`src/rtl/alu_issue_ctrl_if.sv`:
```
// rtl/alu_issue_ctrl_if.sv - instruction, register-file and ALU bus of the issue controller
interface alu_issue_ctrl_if #(
  parameter int DATA_W = 8,
  parameter int ADDR_W = 4
);
  logic              instrValid;
  logic              instrReady;
  logic              instrOp;
  logic [ADDR_W-1:0] instrRa;
  logic [ADDR_W-1:0] instrRb;
  logic [ADDR_W-1:0] instrRd;
  logic [ADDR_W-1:0] rfRdAddr;
  logic [DATA_W-1:0] rfRdData;
  logic              rfWrEn;
  logic [ADDR_W-1:0] rfWrAddr;
  logic [DATA_W-1:0] rfWrData;
  logic [DATA_W-1:0] aluA;
  logic [DATA_W-1:0] aluB;
  logic              aluSelect;
  logic [DATA_W-1:0] aluResult;

  modport master (
    input  instrValid, instrOp, instrRa, instrRb, instrRd, rfRdData, aluResult,
    output instrReady, rfRdAddr, rfWrEn, rfWrAddr, rfWrData, aluA, aluB, aluSelect
  );

  modport slave (
    output instrValid, instrOp, instrRa, instrRb, instrRd, rfRdData, aluResult,
    input  instrReady, rfRdAddr, rfWrEn, rfWrAddr, rfWrData, aluA, aluB, aluSelect
  );
endinterface

```
`src/rtl/alu_issue_ctrl.sv`:
```
// rtl/alu_issue_ctrl.sv - five-state issue controller: fetch two operands, run the ALU, write back
module alu_issue_ctrl #(
  parameter int DATA_W = 8,
  parameter int ADDR_W = 4,
  parameter int CNT_W  = 16
) (
  input  logic             clk,
  input  logic             reset_n,
  alu_issue_ctrl_if.master bus,
  output logic             done,
  output logic [CNT_W-1:0] retiredCount
);
  typedef enum logic [2:0] {IDLE, RD_A, RD_B, EXEC, WRITE} state_t;

  state_t            state_q, state_d;
  logic              op_q, op_d;
  logic [ADDR_W-1:0] rb_q, rb_d;
  logic [ADDR_W-1:0] rd_q, rd_d;
  logic [ADDR_W-1:0] rd_addr_q, rd_addr_d;
  logic [DATA_W-1:0] op_a_q, op_a_d;
  logic [DATA_W-1:0] alu_a_q, alu_a_d;
  logic [DATA_W-1:0] alu_b_q, alu_b_d;
  logic              alu_sel_q, alu_sel_d;
  logic [CNT_W-1:0]  retired_q, retired_d;

  always_comb begin
    state_d   = state_q;
    op_d      = op_q;
    rb_d      = rb_q;
    rd_d      = rd_q;
    rd_addr_d = rd_addr_q;
    op_a_d    = op_a_q;
    alu_a_d   = alu_a_q;
    alu_b_d   = alu_b_q;
    alu_sel_d = alu_sel_q;
    retired_d = retired_q;
    case (state_q)
      IDLE: begin
        if (bus.instrValid) begin
          op_d      = bus.instrOp;
          rb_d      = bus.instrRb;
          rd_d      = bus.instrRd;
          rd_addr_d = bus.instrRa;
          state_d   = RD_A;
        end
      end
      RD_A: begin
        rd_addr_d = rb_q;
        state_d   = RD_B;
      end
      RD_B: begin
        op_a_d  = bus.rfRdData;
        state_d = EXEC;
      end
      // Operand B goes straight from the read port into the ALU operand register.
      EXEC: begin
        alu_a_d   = op_a_q;
        alu_b_d   = bus.rfRdData;
        alu_sel_d = op_q;
        state_d   = WRITE;
      end
      WRITE: begin
        retired_d = retired_q + CNT_W'(1);
        state_d   = IDLE;
      end
      default: state_d = IDLE;
    endcase
  end

  always_ff @(posedge clk or negedge reset_n) begin
    if (!reset_n) begin
      state_q   <= IDLE;
      op_q      <= 1'b0;
      rb_q      <= '0;
      rd_q      <= '0;
      rd_addr_q <= '0;
      op_a_q    <= '0;
      alu_a_q   <= '0;
      alu_b_q   <= '0;
      alu_sel_q <= 1'b0;
      retired_q <= '0;
    end else begin
      state_q   <= state_d;
      op_q      <= op_d;
      rb_q      <= rb_d;
      rd_q      <= rd_d;
      rd_addr_q <= rd_addr_d;
      op_a_q    <= op_a_d;
      alu_a_q   <= alu_a_d;
      alu_b_q   <= alu_b_d;
      alu_sel_q <= alu_sel_d;
      retired_q <= retired_d;
    end
  end

  // Decoded from the state register so reset forces ready high and write/done low at once.
  assign bus.instrReady = (state_q == IDLE);
  assign bus.rfWrEn     = (state_q == WRITE);
  assign done           = (state_q == WRITE);
  assign bus.rfRdAddr   = rd_addr_q;
  assign bus.rfWrAddr   = rd_q;
  assign bus.rfWrData   = bus.aluResult;
  assign bus.aluA       = alu_a_q;
  assign bus.aluB       = alu_b_q;
  assign bus.aluSelect  = alu_sel_q;
  assign retiredCount   = retired_q;
endmodule

```
`src/flat_wrapper.sv`:
```
// flat-port wrapper written by rule: the top's interface ports become plain ports
module alu_issue_ctrl_flat 
#(
  parameter int DATA_W = 8,
  parameter int ADDR_W = 4,
  parameter int CNT_W  = 16
)
  (clk, reset_n, done, retiredCount, bus_instrValid, bus_instrOp, bus_instrRa, bus_instrRb, bus_instrRd, bus_rfRdData, bus_aluResult, bus_instrReady, bus_rfRdAddr, bus_rfWrEn, bus_rfWrAddr, bus_rfWrData, bus_aluA, bus_aluB, bus_aluSelect);
  alu_issue_ctrl_if #(.DATA_W(DATA_W), .ADDR_W(ADDR_W)) bus_i ();
  input  logic clk;
  input  logic reset_n;
  output logic done;
  output logic [CNT_W-1:0] retiredCount;
  input wire logic [$bits(bus_i.instrValid)-1:0] bus_instrValid;
  input wire logic [$bits(bus_i.instrOp)-1:0] bus_instrOp;
  input wire logic [$bits(bus_i.instrRa)-1:0] bus_instrRa;
  input wire logic [$bits(bus_i.instrRb)-1:0] bus_instrRb;
  input wire logic [$bits(bus_i.instrRd)-1:0] bus_instrRd;
  input wire logic [$bits(bus_i.rfRdData)-1:0] bus_rfRdData;
  input wire logic [$bits(bus_i.aluResult)-1:0] bus_aluResult;
  output wire logic [$bits(bus_i.instrReady)-1:0] bus_instrReady;
  output wire logic [$bits(bus_i.rfRdAddr)-1:0] bus_rfRdAddr;
  output wire logic [$bits(bus_i.rfWrEn)-1:0] bus_rfWrEn;
  output wire logic [$bits(bus_i.rfWrAddr)-1:0] bus_rfWrAddr;
  output wire logic [$bits(bus_i.rfWrData)-1:0] bus_rfWrData;
  output wire logic [$bits(bus_i.aluA)-1:0] bus_aluA;
  output wire logic [$bits(bus_i.aluB)-1:0] bus_aluB;
  output wire logic [$bits(bus_i.aluSelect)-1:0] bus_aluSelect;
  assign bus_i.instrValid = bus_instrValid;
  assign bus_i.instrOp = bus_instrOp;
  assign bus_i.instrRa = bus_instrRa;
  assign bus_i.instrRb = bus_instrRb;
  assign bus_i.instrRd = bus_instrRd;
  assign bus_i.rfRdData = bus_rfRdData;
  assign bus_i.aluResult = bus_aluResult;
  assign bus_instrReady = bus_i.instrReady;
  assign bus_rfRdAddr = bus_i.rfRdAddr;
  assign bus_rfWrEn = bus_i.rfWrEn;
  assign bus_rfWrAddr = bus_i.rfWrAddr;
  assign bus_rfWrData = bus_i.rfWrData;
  assign bus_aluA = bus_i.aluA;
  assign bus_aluB = bus_i.aluB;
  assign bus_aluSelect = bus_i.aluSelect;
  alu_issue_ctrl #(.DATA_W(DATA_W), .ADDR_W(ADDR_W), .CNT_W(CNT_W)) u_core (.clk(clk), .reset_n(reset_n), .bus(bus_i), .done(done), .retiredCount(retiredCount));
endmodule
```
`config.mk`:
```
export PLATFORM = sky130hd
export DESIGN_NAME = alu_issue_ctrl_flat
export DESIGN_NICKNAME = d
export VERILOG_FILES = /design/src/rtl/alu_issue_ctrl_if.sv /design/src/rtl/alu_issue_ctrl.sv /design/src/flat_wrapper.sv
export SDC_FILE = /design/constraint.sdc
export NUM_CORES = 1
export LEC_CHECK = 0
export ABC_AREA = 0
export CORE_MARGIN = 2
export CORE_UTILIZATION = 48
export CTS_CLUSTER_DIAMETER = 100
export CTS_CLUSTER_SIZE = 20
export DETAILED_ROUTE_END_ITERATION = 7
export HOLD_SLACK_MARGIN = 0.15
export PLACE_DENSITY_LB_ADDON = 0.15
export SETUP_SLACK_MARGIN = 0.02
export SLEW_MARGIN = 25
export SYNTH_ARGS = -nofsm -noshare
export SYNTH_HDL_FRONTEND = slang
export SYNTH_SLANG_ARGS = --single-unit
```
`constraint.sdc`:
```
create_clock -name clk -period 3.7 [get_ports clk]
set_input_delay 0.74 -clock clk [delete_from_list [all_inputs] [get_ports clk]]
set_output_delay 0.74 -clock clk [all_outputs]
set_load 0.005 [all_outputs]
```
=== After elaboration in Yosys (flattened, before gate mapping) ===
Cells that the tools add are included.

* Bits in registers: 57
* Input bits: 32
* Word-level logic and storage cells: 24

* Add/sub/neg operators: 1
* Equality and inequality tests: 5
* Mux-type cells: 4
* Reduce and logical (&&, ||, !) cells: 4

{| class="wikitable"
|+ Operators by type and width
! cell !! count
|-
| $add A16 B1 Y16 const B || 1
|-
| $pmux W3 S4 || 1
|-
| $pmux W4 S2 || 1
|-
| $eq A3 B2 Y1 const B || 2
|-
| $mux W4 || 1
|-
| $reduce_and A2 Y1 || 2
|-
| $eq A3 B1 Y1 const B || 1
|-
| $eq A3 B3 Y1 const B || 1
|-
| $logic_not A3 Y1 || 1
|-
| $mux W3 || 1
|-
| $ne A2 B2 Y1 const B || 1
|-
| $reduce_bool A2 Y1 || 1
|}

=== Logic depth before layout (Yosys ltp) ===
* Depth after elaboration: 3
* Gate-level depth with buffers: 7
* Depth with buffers taken out: 5

=== Worst setup path after synthesis ===
Ideal clock, no wire load.

* Path kind: reg-to-output
* Start: register u_core.state_q[1]
* End: output port done
* Arrival time: 1.185 ns
* Data required time: 2.960 ns
* Setup slack: 1.775 ns
* Stages on the path, launching flop included: 6
* Path buffers: 3
* Cells stage by stage: dfrtp_1 > buf_2 > or3b_1 > buf_6 > inv_2 > buf_4

* Longest elaborated chain between the ends: 1

{| class="wikitable"
|+ RTL lines
! item !! line !! text
|-
| from (decl) || alu_issue_ctrl.sv:15 || <nowiki>state_t state_q, state_d;</nowiki>
|-
| from (signal assigned) || alu_issue_ctrl.sv:83 || <nowiki>state_q <= state_d;</nowiki>
|-
| $eq A3 B3 Y1 || n/a ||
|-
| to (decl) || flat_wrapper.sv:12 || <nowiki>output logic done;</nowiki>
|}

Every way passes these cells.

=== Worst setup path in the final report ===
* Start: register u_core.state_q[1]
* End: output port bus_rfWrEn

* Longest elaborated chain between the ends: 1

{| class="wikitable"
|+ RTL lines
! item !! line !! text
|-
| $eq A3 B3 Y1 || alu_issue_ctrl.sv:98 || <nowiki>assign bus.rfWrEn = (state_q == WRITE);</nowiki>
|-
| to (decl) || flat_wrapper.sv:23 || <nowiki>output wire logic [$bits(bus_i.rfWrEn)-1:0] bus_rfWrEn;</nowiki>
|}

Every way passes these cells.

==> flow_metrics.py <==
metrics = {
    "setup_path": {
        "path_delay_family": "buffers and inverters",
        "path_cells": "or3b_1, inv_2, clkdlybuf4s50_1",
        "end_kind": "primary output",
        "criticalPathCategory": "reg -> out",
        "max_stage_delay_ps": 550,
        "path_buf_inv": 2,
        "worstPathArrival_ps": 1960,
        "required_ps": 2960,
        "cp-start-kind": "register",
        "crit_path_top_delay_cell": "or3b_1",
        "cp_max_fo": 7,
    },
    "final_layout": {
        "multiInputGateArea_um2": 830,
        "drive_above_1_share": 0.131,
        "areaGrowthSynthToFinish_pct": 34.9,
        "nNetsFinal": 304,
        "regArea_mm2": 0.00143,
        "antenna_cells": 0,
        "nFillCells": 389,
    },
    "floorplan": {
        "fp.coreArea_mm2": 0.00475,
        "initial_core_util": 0.499,
        "rows": 25,
        "fp.dieH_um": 74.3,
        "dieArea_mm2": 0.00552,
        "die_w_um": 74.3,
        "pin_count": 84,
    },
    "detailed_routing": {
        "vias": 1660,
        "ant_nets": 0,
        "wirelength_mm": 4.45,
        "wl_per_cell_um": 13.0,
        "drc": 0,
        "drtIter0Drc": 68,
        "post_drt_via_cell_ratio": 4.85,
        "first_pass_iters": 4,
    },
    "grt": {
        "grt_pass1_vias": 1608,
        "grt.overflow.total": 0,
        "grt_pass1_wl_mm": 7.33,
        "grt_usage": 0.179,
        "antenna_found_initial": 0,
        "grt_max_degree": 42,
    },
    "synth": {
        "yosys-top-cells-count": "nand2_1, dfrtp_1, mux2_2",
        "synthDominantCellAreaShare": 0.601,
        "synth-edff-count": 0,
        "synth_top_cell_by_area": "dfrtp_1",
        "yosys_warnings": 0,
        "syn_nets": 241,
        "yosys-top-cells-area": "dfrtp_1, nand2_1, mux2_2, xnor2_1, buf_4",
        "ys_types": 28,
        "yosysSeqAreaShare": 0.601,
        "synth_ff_type": "dfrtp_1",
        "synthCells": 208,
        "netlist_area_mm2": 0.00237,
        "synth_most_common_cell": "nand2_1",
        "synth-async-reset-ratio": 1.00,
        "syn_area_per_cell_um2": 11.4,
        "yosys_register_bits": 57,
    },
    "sta": {
        "fin_skew_ps": 4.85,
        "worst_slew_pin_slew_ps": 880,
        "hold_viol": 0,
        "setup_viol": 0,
        "setup_tns_ps": 0,
        "fmax_mhz": 371,
        "relSlewSlack": 0.413,
        "drv_slew": 0,
        "grt_setup_unrepaired": "false",
        "fin_crit_ps": 2700,
        "period_share": 0.729,
    },
    "clock_tree": {
        "cts.path.max_buffers": 2,
        "clk_pin_slew_ps": 60,
        "clk_latency_ps": 320,
        "post_cts_resized": 0,
        "cts-root-buf": "clkbuf_8",
        "cts_max_level": 3,
        "cts_tree": "done",
        "post_cts_buffers": 0,
        "numCtsBuffers": 9,
        "cts_hold_buf": 0,
        "clock_sinks": 57,
    },
    "power_and_ir_drop": {
        "cellPowerDensity_mw_per_mm2": 740,
        "p_leak_nw": 1.43,
        "ir_drop_mv": 0.504,
        "power_mw": 2.37,
    },
    "placement": {
        "numPortBuffers": 67,
        "gp_congestion": 0.769,
        "dp_hpwl_mm": 3.19,
    },
    "min_path": {
        "hp-class": "reg -> reg",
    },
    "status": {
        "status": "completed",
    },
    "job": {
        "maxCapViolations": 0,
    },
}
## state kept, by name (all words and copies together), names as in the netlist
name / flops
u_core.retiredCount: 16
u_core.bus.aluA: 8
u_core.bus.aluB: 8
u_core.op_a_q: 8
u_core.bus.rfRdAddr: 4
u_core.bus.rfWrAddr: 4
u_core.rb_q: 4
u_core.state_q: 3
u_core.bus.aluSelect: 1
u_core.op_q: 1
## where the power goes
part / internal, mW / total, mW / switching [mW]
Clock: 0.290 / 0.516 / 0.226
Combinational: 0.506 / 0.835 / 0.330
Sequential: 0.867 / 1.02 / 0.149
Total: 1.66 / 2.37 / 0.705
## routing by layer
layer,up-vias,wire (um),GRT usage
li1,799,-,-
met1,798,1900,0.229
met2,53,2170,0.273
met3,10,308,0.0691
met4,0,68,0.0813
met5,-,0,0
## worst reg2reg max path, cell delays in order, from the launching register on
cell and delay [ps]:
dfrtp_1 450, nand3b_1 610, clkinv_1 650, nand2_1 220, nand2_1 60
## placed cells by master (no fill, tap or decap), types with 2 or more instances in the layout
master,n
clkdlybuf4s50_1,66
nand2_1,63
dfrtp_1,57
mux2_2,15
xnor2_1,14
clkbuf_8,12
nand3_1,5
nand4_1,5
mux2i_1,4
o21ai_0,4
nor3_1,3
nor2_1,3
mux2_1,3
clkinv_2,3
and2_1,2
and3_1,2
xor2_1,2
## metrics by stage
step / util / area [um2] / cells / hold slack [ps] / setup slack, ps
after global placement: 0.635 / 3020 / 327 / 445 / 1350
final: 0.673 / 3200 / 342 / 466 / 1000
after floorplan: - / 2370 / 208 / 435 / 1780
after detailed placement: 0.635 / 3020 / 327 / 452 / 1330
after CTS: 0.673 / 3200 / 342 / 466 / 972
after global routing: 0.673 / 3200 / 342 / 498 / 893
## logic make-up after synthesis
kind of cell	share of synthesized area
DFF	0.601
buffers and inverters	0.0490
and+or+nand+nor	0.175
muxes	0.102
xor gates and xnor gates	0.0591
adders and majority gates	0.00527
AOI/OAI and AO/OA	0.00844
## area by class of cell
class	count	area share
flip-flops and latches	57	0.446
multi-input cells	133	0.259
repair buffers	68	0.210
clock buffers	12	0.0516
well taps	67	0.0262
clock inverters	3	0.00469
inverters	2	0.00235
## final timing paths
| path | slack (ps) | startpoint | to | cells after the start |
|---|---|---|---|---|
| min reg2reg | 470 | u_core.op_a_q[1] | u_core.bus.aluA[1] | 2 |
| max reg2reg | 1610 | u_core.state_q[0] | u_core.bus.aluA[2] | 4 |
| min in group asynchronous | 540 | reset_n | u_core.rb_q[0] | 1 |
| min | 470 | u_core.op_a_q[1] | u_core.bus.aluA[1] | 2 |
| max in group asynchronous | 2420 | reset_n | u_core.retiredCount[8] | 2 |
| max | 1000 | u_core.state_q[1] | bus_rfWrEn | 3 |
Note: power is estimated with default switching activity, not from simulation.
